[src/rtl/fetch_pkg.sv]
// Shared types and instruction field positions for the VTA fetch/dispatch stage.
package fetch_pkg;

  localparam int OPCODE_LSB  = 0;
  localparam int OPCODE_W    = 3;
  localparam int MEMTYPE_LSB = 7;
  localparam int MEMTYPE_W   = 2;

  typedef enum logic [2:0] {
    LOAD   = 3'd0,
    STORE  = 3'd1,
    GEMM   = 3'd2,
    FINISH = 3'd3,
    ALU    = 3'd4
  } opcode_t;

  typedef enum logic [1:0] {
    UOP = 2'd0,
    WGT = 2'd1,
    INP = 2'd2,
    ACC = 2'd3
  } mem_type_t;

  typedef enum logic [1:0] {
    Q_LOAD  = 2'd0,
    Q_GEMM  = 2'd1,
    Q_STORE = 2'd2
  } queue_sel_t;

  typedef enum logic [2:0] {
    S_IDLE = 3'd0,
    S_REQ  = 3'd1,
    S_CAPT = 3'd2,
    S_PUSH = 3'd3,
    S_DONE = 3'd4
  } state_t;

endpackage

[src/rtl/fetch_dispatch_if.sv]
// Instruction-memory read port plus the three command-queue push ports.
// Queue pushes: valid rises with data, both hold until the cycle ready is also high; that cycle is the transfer.
interface fetch_dispatch_if #(
  parameter int INSN_W = 128,
  parameter int ADDR_W = 10
) ();

  logic              imem_rd;
  logic [ADDR_W-1:0] imem_addr;
  logic [INSN_W-1:0] imem_rdata;

  logic              load_valid;
  logic              load_ready;
  logic [INSN_W-1:0] load_data;

  logic              gemm_valid;
  logic              gemm_ready;
  logic [INSN_W-1:0] gemm_data;

  logic              store_valid;
  logic              store_ready;
  logic [INSN_W-1:0] store_data;

  modport master (
    output imem_rd, imem_addr,
    input  imem_rdata,
    output load_valid, load_data,
    input  load_ready,
    output gemm_valid, gemm_data,
    input  gemm_ready,
    output store_valid, store_data,
    input  store_ready
  );

  modport slave (
    input  imem_rd, imem_addr,
    output imem_rdata,
    input  load_valid, load_data,
    output load_ready,
    input  gemm_valid, gemm_data,
    output gemm_ready,
    input  store_valid, store_data,
    output store_ready
  );

endinterface

[src/rtl/fetch_decode.sv]
// Maps one instruction word to the command queue that must receive it.
module fetch_decode
  import fetch_pkg::*;
#(
  parameter int INSN_W = 128
) (
  input  logic [INSN_W-1:0] i_insn,
  output queue_sel_t        o_sel
);

  logic [OPCODE_W-1:0]  w_op;
  logic [MEMTYPE_W-1:0] w_mt;
  logic                 w_unused;

  assign w_op     = i_insn[OPCODE_LSB +: OPCODE_W];
  assign w_mt     = i_insn[MEMTYPE_LSB +: MEMTYPE_W];
  assign w_unused = ^{i_insn[INSN_W-1:MEMTYPE_LSB+MEMTYPE_W],
                      i_insn[MEMTYPE_LSB-1:OPCODE_LSB+OPCODE_W]};

  // Everything that is neither STORE nor a WGT/INP load (incl. opcodes 5-7) feeds gemm.
  always_comb begin
    o_sel = Q_GEMM;
    if (w_op == STORE) begin
      o_sel = Q_STORE;
    end else if (w_op == LOAD && (w_mt == WGT || w_mt == INP)) begin
      o_sel = Q_LOAD;
    end
  end

endmodule

[src/rtl/fetch_dispatch.sv]
// Fetch sequencer: reads insn_count words from imem and pushes each into the
// load, gemm or store queue, one instruction every three cycles at best.
module fetch_dispatch
  import fetch_pkg::*;
#(
  parameter int INSN_W = 128,
  parameter int ADDR_W = 10,
  parameter int CNT_W  = 32
) (
  input  logic             clock,
  input  logic             reset,
  input  logic             start,
  input  logic [CNT_W-1:0] insn_count,
  output logic             idle,
  output logic             done,
  output logic [CNT_W-1:0] load_cnt,
  output logic [CNT_W-1:0] gemm_cnt,
  output logic [CNT_W-1:0] store_cnt,
  output state_t           state_dbg,
  fetch_dispatch_if.master bus
);

  state_t            r_state;
  state_t            w_next;
  logic [ADDR_W-1:0] r_ptr;
  logic [CNT_W-1:0]  r_remaining;
  logic [CNT_W-1:0]  r_load_cnt;
  logic [CNT_W-1:0]  r_gemm_cnt;
  logic [CNT_W-1:0]  r_store_cnt;
  logic [INSN_W-1:0] r_insn;
  queue_sel_t        r_sel;
  queue_sel_t        w_sel;
  logic              w_ready;
  logic              w_push;
  logic              w_hs;
  logic              w_accept;

  fetch_decode #(.INSN_W(INSN_W)) u_decode (
    .i_insn (bus.imem_rdata),
    .o_sel  (w_sel)
  );

  assign w_push   = (r_state == S_PUSH);
  assign w_accept = (r_state == S_IDLE) && start;

  always_comb begin
    w_ready = 1'b0;
    case (r_sel)
      Q_LOAD:  w_ready = bus.load_ready;
      Q_STORE: w_ready = bus.store_ready;
      default: w_ready = bus.gemm_ready;
    endcase
  end

  assign w_hs = w_push && w_ready;

  always_ff @(posedge clock or negedge reset) begin
    if (!reset) begin
      r_state <= S_IDLE;
    end else begin
      r_state <= w_next;
    end
  end

  always_comb begin
    w_next = r_state;
    case (r_state)
      S_IDLE: begin
        if (start) begin
          w_next = (insn_count == '0) ? S_DONE : S_REQ;
        end
      end
      S_REQ:  w_next = S_CAPT;
      S_CAPT: w_next = S_PUSH;
      S_PUSH: begin
        if (w_hs) begin
          w_next = (r_remaining == CNT_W'(1)) ? S_DONE : S_REQ;
        end
      end
      S_DONE:  w_next = S_IDLE;
      default: w_next = S_IDLE;
    endcase
  end

  always_ff @(posedge clock or negedge reset) begin
    if (!reset) begin
      r_ptr       <= '0;
      r_remaining <= '0;
      r_load_cnt  <= '0;
      r_gemm_cnt  <= '0;
      r_store_cnt <= '0;
      r_insn      <= '0;
      r_sel       <= Q_GEMM;
    end else begin
      if (w_accept) begin
        r_remaining <= insn_count;
        r_ptr       <= '0;
        r_load_cnt  <= '0;
        r_gemm_cnt  <= '0;
        r_store_cnt <= '0;
      end
      // imem_rdata is valid only in the cycle after the read; capture word and route together.
      if (r_state == S_CAPT) begin
        r_insn <= bus.imem_rdata;
        r_sel  <= w_sel;
      end
      if (w_hs) begin
        r_ptr       <= r_ptr + 1'b1;
        r_remaining <= r_remaining - 1'b1;
        case (r_sel)
          Q_LOAD:  r_load_cnt  <= r_load_cnt + 1'b1;
          Q_STORE: r_store_cnt <= r_store_cnt + 1'b1;
          default: r_gemm_cnt  <= r_gemm_cnt + 1'b1;
        endcase
      end
    end
  end

  assign idle      = (r_state == S_IDLE);
  assign done      = (r_state == S_DONE);
  assign state_dbg = r_state;
  assign load_cnt  = r_load_cnt;
  assign gemm_cnt  = r_gemm_cnt;
  assign store_cnt = r_store_cnt;

  assign bus.imem_rd   = (r_state == S_REQ);
  assign bus.imem_addr = r_ptr;

  // Data is forced to zero whenever its queue is not being offered a word.
  assign bus.load_valid  = w_push && (r_sel == Q_LOAD);
  assign bus.gemm_valid  = w_push && (r_sel == Q_GEMM);
  assign bus.store_valid = w_push && (r_sel == Q_STORE);
  assign bus.load_data   = bus.load_valid  ? r_insn : '0;
  assign bus.gemm_data   = bus.gemm_valid  ? r_insn : '0;
  assign bus.store_data  = bus.store_valid ? r_insn : '0;

endmodule
[src/flat_wrapper.sv]
// flat-port wrapper written by rule: the top's interface ports become plain ports
module fetch_dispatch_flat import fetch_pkg::*;
#(
  parameter int INSN_W = 128,
  parameter int ADDR_W = 10,
  parameter int CNT_W  = 32
)
  (clock, reset, start, insn_count, idle, done, load_cnt, gemm_cnt, store_cnt, state_dbg, bus_imem_rd, bus_imem_addr, bus_imem_rdata, bus_load_valid, bus_load_data, bus_load_ready, bus_gemm_valid, bus_gemm_data, bus_gemm_ready, bus_store_valid, bus_store_data, bus_store_ready);
  fetch_dispatch_if #(.INSN_W(INSN_W), .ADDR_W(ADDR_W)) bus_i ();
  input  logic clock;
  input  logic reset;
  input  logic start;
  input  logic [CNT_W-1:0] insn_count;
  output logic idle;
  output logic done;
  output logic [CNT_W-1:0] load_cnt;
  output logic [CNT_W-1:0] gemm_cnt;
  output logic [CNT_W-1:0] store_cnt;
  output state_t state_dbg;
  output wire logic [$bits(bus_i.imem_rd)-1:0] bus_imem_rd;
  output wire logic [$bits(bus_i.imem_addr)-1:0] bus_imem_addr;
  input wire logic [$bits(bus_i.imem_rdata)-1:0] bus_imem_rdata;
  output wire logic [$bits(bus_i.load_valid)-1:0] bus_load_valid;
  output wire logic [$bits(bus_i.load_data)-1:0] bus_load_data;
  input wire logic [$bits(bus_i.load_ready)-1:0] bus_load_ready;
  output wire logic [$bits(bus_i.gemm_valid)-1:0] bus_gemm_valid;
  output wire logic [$bits(bus_i.gemm_data)-1:0] bus_gemm_data;
  input wire logic [$bits(bus_i.gemm_ready)-1:0] bus_gemm_ready;
  output wire logic [$bits(bus_i.store_valid)-1:0] bus_store_valid;
  output wire logic [$bits(bus_i.store_data)-1:0] bus_store_data;
  input wire logic [$bits(bus_i.store_ready)-1:0] bus_store_ready;
  assign bus_imem_rd = bus_i.imem_rd;
  assign bus_imem_addr = bus_i.imem_addr;
  assign bus_i.imem_rdata = bus_imem_rdata;
  assign bus_load_valid = bus_i.load_valid;
  assign bus_load_data = bus_i.load_data;
  assign bus_i.load_ready = bus_load_ready;
  assign bus_gemm_valid = bus_i.gemm_valid;
  assign bus_gemm_data = bus_i.gemm_data;
  assign bus_i.gemm_ready = bus_gemm_ready;
  assign bus_store_valid = bus_i.store_valid;
  assign bus_store_data = bus_i.store_data;
  assign bus_i.store_ready = bus_store_ready;
  fetch_dispatch #(.INSN_W(INSN_W), .ADDR_W(ADDR_W), .CNT_W(CNT_W)) u_core (.clock(clock), .reset(reset), .start(start), .insn_count(insn_count), .idle(idle), .done(done), .load_cnt(load_cnt), .gemm_cnt(gemm_cnt), .store_cnt(store_cnt), .state_dbg(state_dbg), .bus(bus_i));
endmodule
[config.mk]
export PLATFORM = sky130hd
export DESIGN_NAME = fetch_dispatch_flat
export DESIGN_NICKNAME = d
export VERILOG_FILES = /design/src/rtl/fetch_pkg.sv /design/src/rtl/fetch_dispatch_if.sv /design/src/rtl/fetch_decode.sv /design/src/rtl/fetch_dispatch.sv /design/src/flat_wrapper.sv
export SDC_FILE = /design/constraint.sdc
export NUM_CORES = 1
export LEC_CHECK = 0
export CORE_AREA = 2 2 260 262
export CTS_CLUSTER_DIAMETER = 80
export DETAILED_ROUTE_END_ITERATION = 7
export DIE_AREA = 0 0 262 264
export PLACE_DENSITY_LB_ADDON = 0.2
export SLEW_MARGIN = 0
export SYNTH_ARGS = -nofsm -noshare
export SYNTH_HDL_FRONTEND = slang
export SYNTH_SLANG_ARGS = --single-unit
[constraint.sdc]
create_clock -name clock -period 2.6 [get_ports clock]
set_input_delay 0.39 -clock clock [delete_from_list [all_inputs] [get_ports clock]]
set_output_delay 0.39 -clock clock [all_outputs]
set_load 0.005 [all_outputs]
# After elaboration in Yosys (flattened, before gate mapping)
# Index checks and enable logic that the tools add are counted.
# classes
n_addsub,5
n_mul,0
div_mod_pow,0
n_lt_le_gt_ge,0
eq_ne,12
shifts,0
muxes,24
n_bitwise,0
reduce_logical,14
# ops
operator,n
two-way mux 128 bit,3
two-way mux 32 bit,11
adder 32 x 1 -> 32 bit (second input constant),3
== test 32 x 1 -> 1 bit (second input constant),1
zero test 32 bit,1
subtractor 32 x 1 -> 32 bit (second input constant),1
two-way mux 10 bit,2
two-way mux 3 bit,4
one-hot mux 3 bit (4 select lines),1
adder 10 x 1 -> 10 bit (second input constant),1
== test 3 x 1 -> 1 bit (second input constant),2
== test 3 x 2 -> 1 bit (second input constant),2
logical AND 1 bit,6
zero test 3 bit,2
== test 2 x 1 -> 1 bit (second input constant),2
== test 2 bit (second input constant),2
inequality test 2 bit (second input constant),2
== test 3 bit (second input constant),1
zero test 2 bit,1
two-way mux 2 bit,1
one-hot mux 1 bit (2 select lines),1
AND reduction 2 bit,1
nonzero test 2 bit,1
OR reduction 2 bit,1
other kinds (2),2
# totals
register_bits,271
latch_bits,0
mem_bits_rw,0
rom_bits,0
in_bits,166
output_inout_bits,499
elab_cells,63
mem_count,0

# Longest topological paths before layout
# Gate-level depths: netlist (run 1).
# depth
word_depth,5
depth_mapped,9
depth_no_buf,6

# Modules after synthesis
# From an unflattened synthesis (run 1), not the netlist that was laid out.
# unflattened
hier_cells,1502
hier_area_um2,14789.2
# modules_own_cells
module,n_inst,cells_each,area_per_inst_um2,seq_area_each_um2
fetch_dispatch,1,1498,14765.4,6782.8
fetch_decode,1,4,23.8,0.0

# Worst setup path before layout (run 1)
# OpenSTA, ideal clock, no wires.
# synth_path
path_kind,flip-flop to output port
start,reg u_core.r_state[2] (netlist: u_core.state_dbg[2])
end,out bus_store_data[100]
arrival_time_ps,1750
required_time_ps,2210
slack_ps,460
stages_incl_launch_ff,7
n_path_buf,3
cell_sequence,dfrtp_1 -> clkbuf_1 -> nand3b_1 -> nor3_1 -> clkbuf_1 -> clkbuf_1 -> and2_1
# synth_via
elab_chain_len,3
# synth_lines
item,line_no,source
start: declaration,fetch_dispatch.sv:23,state_t r_state;
start signal: assignment,fetch_dispatch.sv:61,r_state <= w_next;
== test 3 x 2 -> 1 bit,fetch_dispatch.sv:43,assign w_push = (r_state == S_PUSH);
logical AND 1 bit,fetch_dispatch.sv:132,assign bus.store_valid = w_push && (r_sel == Q_STORE);
two-way mux 128 bit,fetch_dispatch.sv:135,assign bus.store_data = bus.store_valid ? r_insn : '0;
end: declaration,flat_wrapper.sv:30,output wire logic [$bits(bus_i.store_data)-1:0] bus_store_data;
# Every way passes these cells.

# Worst setup path after layout (run 1)
# layout_path
start,reg u_core.r_state[2] (netlist: u_core.state_dbg[2])
end,out bus_store_data[99]
# The elaborated chain is that of the path after synthesis.

==> key figures, run 1 <==
Outcome
  • Status: complete, but fails checks
  • Failing checks: negative setup slack

Final layout
  • Area grow syn2layout: 79.1%
  • Layout Nets: about 2.7k
  • Layout cells sized above 1: 18.0%
  • Fin cells: 3474
  • # fillers: 6617
  • Final Instance Area: 26500 sq um

Synthesis
  • Top FF cell, synth: dfrtp_1
  • Synth Warn #: 0
  • Share of the synthesized area in the top cell type: approximately 46%
  • Largest family of logic cells by synthesized area: simple AND/OR/NAND/NOR gates
  • Post-synth top cells: nand2_1 (487), and3_1 (273), dfrtp_1 (270)
  • Post-Synth Adder-Cell Area: 0.507%
  • Synth Register Bits: 271
  • Netlist cell types: 50
  • Synth Instances: ~1.8k
  • Post-synthesis average cell area: 8.29 sq um
  • Mux cell area share after synthesis: 1.56%
  • Post-synthesis simple-gate area fraction: 39.3%
  • Syn Nets: between 1.5k and 2k
  • Synth Area in Compound Gates: 6.88%
  • Post-synthesis xor/xnor area fraction: 2.13%
  • Top post-synthesis cells by area: dfrtp_1 (46%), nand2_1 (12%), and3_1 (12%)
  • Asr flop ratio synth: 100%
  • Most frequent cell after synthesis: nand2_1
  • Largest area contributor in the netlist: dfrtp_1
  • Mapped Area: 14800 sq um
  • Register area share after synthesis: 45.8%
  • Count of flip-flops with a built-in enable after synthesis: 0

CTS
  • H-tree depth: 2
  • CTS buffer count: 37
  • CTS tree: built
  • Clock-pin slew on the worst setup and hold paths: around 0.06 ns
  • CTS root buffer: clkbuf_16
  • Worst-Skew Late Latency: 0.55 ns
  • Clock sinks: approximately 270
  • Clk buf depth: 3

Timing
  • Max-slew violation count: 0
  • Setup tns final: -15.87 ns
  • Endpoints failing hold: 0
  • Final clock skew: 0.0212 ns
  • RSZ-0062 raised after global routing: yes
  • Hold WS: 0.370 ns
  • Slew @ Worst Pin: 0.774 ns
  • Setup ws final: -0.307 ns
  • Fin crit share: 112%
  • Fmax achieved: 344 MHz
  • Slew margin rel.: between 40% and 50%
  • Final setup violation count: 175
  • Final worst path period need: 2.91 ns

Placement
  • Port Buffer Count: 664
  • Placed cell count: 3261
  • Gpl congestion: 0.866
  • HPWL Detailed: 54.3 mm
  • DP Area: 22800 sq um

Pwr
  • Pwr dens: around 1000 nW/um^2
  • Internal: 15.5 mW
  • P_sw: 10.9 mW
  • Gate power share: between 50% and 60%
  • Max rail drop VDD: a little over 600 uV
  • Clk pwr share: 20.1%
  • Sequential power share: 29.5%
  • Sw frac: 41.3%
  • Leakage: 15.4 nW
  • Total power: 26.4 mW

Worst setup path
  • Worst r2r dst: u_core.gemm_cnt[26]
  • Slowest cell delay on critical path: 0.50 ns
  • Worst Path Required: 2.21 ns
  • CP Max Fanout: 21
  • Worst path cell trace: nand3b_1 > nor3_4 > buf_12 > buf_16 > and2_1 > clkdlybuf4s50_1
  • Crit Path Category: reg -> out
  • Crit-path slowest cell: clkdlybuf4s50_1
  • Worst setup EP type: primary output
  • Worst r2r src: u_core.state_dbg[2]
  • Buf/Inv on CP: 3
  • Reg-to-reg setup timing slack: 0.03 ns
  • CP startpoint kind: register
  • CP arrival: 2.52 ns
  • Largest delay share family, worst path: buffers and inverters
  • Worst reg-to-reg path cell count: 12

Floorplan
  • Die Wd: 262 microns
  • Initial Util: 22.2%
  • Die area: 69200 sq um
  • # IOs: 665
  • Core Region: 66600 sq um
  • Row cnt: 95
  • Die Y: 264 microns

Route
  • Post-route ant nets: 0
  • First DRT Iteration DRCs: 1145
  • Met2 routed WL: 42.4 mm
  • Total Routed Length: 86.5 mm
  • Vias: between 15k and 20k
  • Drt drc: 0
  • Met3 routed WL: approximately 6.4 mm
  • TritonRoute pass-1 iters: 6
  • Met1 WL: 34.3 mm
  • Uppermost layer routed: met5
  • Vias/cell: a little under 5
  • Routed WL per cell: 24.9 microns

GRT
  • Largest net degree at the start of global routing: 91
  • First-pass GRT wire length: 116 mm
  • Grt total ovfl: 0
  • Total GRT Usage: 22.7%
  • Initial antenna violation count: 18
  • Vias in the first global route: 16.6k

Worst hold path
  • Worst Hold Path EP: u_core.r_insn[119]
  • Hold Crit Class: in -> reg
  • Hold Path Origin: bus_imem_rdata[119]
  • Worst hold path depth: 3

Job
  • Max-Cap Viols: 0
==> routing by layer <==
metal | track usage, % | vias to the layer above
met5 | 0 | -
met4 | 8.14 | 8
met3 | 5.70 | 140
met2 | 38.6 | 700
met1 | 27.6 | 8361
li1 | - | 7716
==> flip-flops by register name (all words and copies together) (netlist names) <==
register	count
u_core.store_cnt	32
u_core.state_dbg	3
u_core.r_remaining	32
u_core.r_sel	2
u_core.load_cnt	32
u_core.r_insn	128
u_core.bus.imem_addr	10
u_core.gemm_cnt	32
==> cell families (layout without fill, tap and decap cells) <==
family | Yosys count | in the layout
buffers and inverters | 147 | 951
xor gates and xnor gates | 36 | 36
DFF | 271 | 271
AOI/OAI and AO/OA | 147 | 147
muxes | 23 | 23
adders and majority gates | 6 | 6
and+or+nand+nor | 1156 | 1156
other | 0 | 11
==> worst max path at each step <==
stage | from | end | slack (ns) | cells past startpoint
CTS | u_core.state_dbg[2] | bus_load_data[42] | -0.37 | 5
floorplan | u_core.state_dbg[2] | bus_store_data[100] | 0.46 | 6
global placement | u_core.state_dbg[2] | bus_store_data[105] | 0.04 | 6
finish | u_core.state_dbg[2] | bus_store_data[99] | -0.31 | 6
global route | u_core.state_dbg[2] | bus_store_data[94] | -0.41 | 6
detailed placement | u_core.state_dbg[2] | bus_store_data[105] | 0.02 | 6
==> stage by stage <==
stage | worst slack, ns | util (%)
finish | -0.307 | 39.8
global route | -0.405 | 39.8
CTS | -0.370 | 38.0
detailed placement | 0.0194 | 34.2
global placement | 0.0437 | 34.2
floorplan | 0.460 | -
==> what timing repair did <==
| item | 4_1_cts | 5_1_grt |
|---|---|---|
| resized for setup | 477 | 450 |
| hold buffers | 1 | 0 |
| gates cloned | 21 | 22 |
| endpoints found under the setup margin | 387 | 403 |
| pin swaps | 4 | 2 |
| endpoints found under the hold margin | 70 | 0 |
| setup buffers | 58 | 53 |
==> worst min-delay path, delay by kind of cell <==
family                 cells  cell delay (ns)
AND/OR/NAND/NOR            2             0.09
buffers and inverters      1             0.40
==> power groups by stage <==
stage	sequential [mW]	clock [mW]	combinational (mW)
finish	7.79	5.31	13.3
global route	7.86	5.62	14.2
CTS	7.70	5.44	12.0
detailed placement	7.75	0	9.32
global placement	7.72	0	9.23
floorplan	6.41	0	4.51
==> cell type report <==
cell class	count	area, sq um	area share [%]
clock inverters	10	140	0.529
clock buffers	54	1110	4.20
inverters	16	61.3	0.231
well taps	873	1090	4.12
flip-flops and latches	271	6780	25.6
diodes	11	27.5	0.104
multi-input cells	1368	7680	29.0
repair buffers	871	9610	36.3
==> layout by cell type, fill, tap and decap left out, types with 27 or more instances in the layout <==
cell type and count:
clkbuf_16 55, nand4_1 39, nor2_1 61, and2_1 126, clkdlybuf4s50_1 302, dlygate4sd2_1 55, and3_4 27, buf_4 93
dlymetal6s2s_1 160, o21ai_0 35, buf_2 53, dfrtp_1 270, nand2_1 486, buf_6 51, o211ai_1 43, and3_1 245
buf_12 41, nand3_1 65, clkdlybuf4s15_2 31
Power figures use the tool's default switching activity.
==> run 2: changes to the inputs <==
--- a/config.mk
+++ b/config.mk
@@ -7,6 +7,7 @@
 export LEC_CHECK = 0
 export CORE_AREA = 2 2 260 262
 export CTS_CLUSTER_DIAMETER = 80
+export CTS_CLUSTER_SIZE = 25
 export DETAILED_ROUTE_END_ITERATION = 7
 export DIE_AREA = 0 0 262 264
 export PLACE_DENSITY_LB_ADDON = 0.2
==> key figures, run 2 (synthesis gave the netlist of run 1 again) <==
Floorplan
  • # IOs: 665 (unchanged)
  • Row cnt: 95 (unchanged)
  • Die Wd: 262 microns (unchanged)
  • Die Y: 264 microns (unchanged)
  • Core Region: 66600 sq um (unchanged)
  • Initial Util: 22.2% (unchanged)
  • Die area: 69200 sq um (unchanged)

Route
  • First DRT Iteration DRCs: 1268 (+11%)
  • Vias: 16.7k (-1.5%)
  • TritonRoute pass-1 iters: 7 (+1)
  • Routed WL per cell: 24.9 microns (about the same)
  • Drt drc: 0 (unchanged)
  • Post-route ant nets: 0 (unchanged)
  • Total Routed Length: 85.1 mm (-1.6%)
  • Vias/cell: 4.88 (+0.13%)

Worst setup path
  • Worst reg-to-reg path cell count: 10 (-2)
  • Worst r2r src: u_core.state_dbg[2]
  • CP Max Fanout: 26 (+24%)
  • Crit Path Category: reg -> out
  • CP arrival: 2.55 ns (+0.03 ns)
  • CP startpoint kind: register
  • Reg-to-reg setup timing slack: 0.09 ns (+0.06 ns)
  • Worst Path Required: 2.21 ns (about the same)
  • Worst r2r dst: u_core.gemm_cnt[21]
  • Worst setup EP type: primary output

Timing
  • Slew margin rel.: 48.4% (about the same)
  • Fmax achieved: 341 MHz (-1.0%)
  • RSZ-0062 raised after global routing: yes
  • Max-slew violation count: 0 (unchanged)
  • Slew @ Worst Pin: 0.775 ns (+0.000247 ns)
  • Final worst path period need: 2.94 ns (+0.0297 ns)
  • Final setup violation count: 128 (-27%)
  • Setup tns final: -15.06 ns (+0.813 ns)
  • Hold WS: 0.347 ns (-0.0227 ns)
  • Endpoints failing hold: 0 (unchanged)
  • Fin crit share: 113% (+1.1 points)
  • Setup ws final: -0.336 ns (-0.0297 ns)
  • Final clock skew: 0.0319 ns (+0.0107 ns)

Pwr
  • Pwr dens: 928 nW/um^2 (-6.9%)
  • Total power: 24.0 mW (-9.1%)
  • Leakage: 16.3 nW (+6.0%)
  • Max rail drop VDD: 493 uV (-21%)

GRT
  • Grt total ovfl: 0 (unchanged)
  • Largest net degree at the start of global routing: 91 (unchanged)
  • First-pass GRT wire length: 111 mm (-4.3%)
  • Vias in the first global route: 16.1k (-3.3%)
  • Total GRT Usage: 21.5% (-1.2 points)
  • Initial antenna violation count: 11 (-7)

Worst hold path
  • Hold Path Origin: bus_imem_rdata[119]
  • Hold Crit Class: in -> reg
  • Worst hold path depth: 3 (unchanged)
  • Worst Hold Path EP: u_core.r_insn[119]

Final layout
  • Most frequent cells in the layout: nand2_1 (486), clkdlybuf4s50_1 (312), dfrtp_1 (270), and3_1 (260), dlymetal6s2s_1 (250)
  • Area grow syn2layout: 75.0%
  • Layout cells sized above 1: 14.2% (-3.8 points)
  • Most flops, register: u_core.r_insn
  • # fillers: 6650 (+0.50%)
  • Fin cells: 3419 (-1.6%)
  • Max reg flops: 128 (unchanged)
  • Layout Nets: 2696 (-1.5%)
  • Reg area: 6780 sq um (unchanged)
  • Multi-input gate area: 7610 sq um (-0.90%)
  • Most common cell after layout, fill and taps aside: nand2_1

Placement
  • Port Buffer Count: 664 (unchanged)
  • Pre-CTS setup slack: 0.0194 ns (unchanged)
  • Placed cell count: 3261 (unchanged)
  • HPWL Detailed: 54.3 mm (unchanged)
  • Gpl congestion: 0.866 (unchanged)

CTS
  • Clock-pin slew on the worst setup and hold paths: 0.08 ns (+0.02 ns)
  • CTS tree: built
  • Clk buf depth: 3 (unchanged)
  • CTS buffer count: 23 (-38%)
  • H-tree depth: 1 (-1)
  • Clock sinks: 271 (unchanged)
  • CTS root buffer: clkbuf_16
  • Worst-Skew Late Latency: 0.57 ns (+0.02 ns)

Outcome
  • Failing checks: negative setup slack
  • Status: complete, but fails checks

Job
  • Max-Cap Viols: 0 (unchanged)
[run 2: changes by cell type in the layout (fill, tap and decap cells not counted), moves of 10 or more]
cell             before  now
and3_1              245  260
clkdlybuf4s50_1     302  312
buf_6                51   34
and3_4               27   13
buf_4                93   83
dlymetal6s2s_1      160  250
clkdlybuf4s15_2      31    7
clkbuf_16            55   41
buf_8                23   11
dlygate4sd2_1        55    6
[run 2: repair_timing]
item | CTS | global route
gates cloned | 11 | 28
endpoints found under the setup margin | 387 | 395
endpoints found under the hold margin | 70 | 0
pin swaps | 3 | 3
setup buffers | 24 | 50
hold buffers | 1 | 0
resized for setup | 272 | 444
[run 2: per-stage QoR]
step | utilization (%) | area, sq um
global route | 38.9 | 25900
global placement | 34.2 | 22800
detailed placement | 34.2 | 22800
floorplan | - | 14800
CTS | 36.4 | 24200
finish | 38.9 | 25900
[run 2: critical path: stages, from the launching register on]
cell             delay, ns
dfrtp_1               0.43
buf_4                 0.16
and4b_4               0.36
buf_12                0.14
buf_16                0.17
and3_1                0.19
clkdlybuf4s50_1       0.50
[run 2: per-layer routing]
metal / vias up / global-route usage [%] / routed length (microns)
li1: 7608 / - / -
met2: 721 / 37.1 / 42000
met5: - / 0 / 53
met1: 8199 / 26.5 / 33400
met4: 8 / 7.09 / 3640
met3: 142 / 4.36 / 6020
[run 2: report_power, final]
group,total [mW],switching (mW),internal (mW)
registers,7.78,2.25,5.53
clock network,3.80,1.93,1.87
logic,12.4,6.28,6.16
[run 2: how the worst max path moves through the flow]
stage	endpoint	slack (ns)	depth (start not counted)	startpoint
3_3_place_gp	bus_store_data[105]	0.04	6	u_core.state_dbg[2]
5_1_grt	bus_store_data[84]	-0.42	7	u_core.state_dbg[2]
3_5_place_dp	bus_store_data[105]	0.02	6	u_core.state_dbg[2]
2_1_floorplan	bus_store_data[100]	0.46	6	u_core.state_dbg[2]
4_1_cts	bus_gemm_data[29]	-0.37	6	u_core.state_dbg[2]
6_report	bus_gemm_data[75]	-0.34	6	u_core.state_dbg[2]
[run 2: area by class of cell]
type                            count  area share (%)
Tap cell                          873            4.22
Timing Repair Buffer              844            36.9
Sequential cell                   271            26.2
Clock buffer                       26            2.34
Inverter                           16           0.237
Multi-Input combinational cell   1368            29.4
Antenna cell                        6          0.0580
Clock inverter                     15           0.681
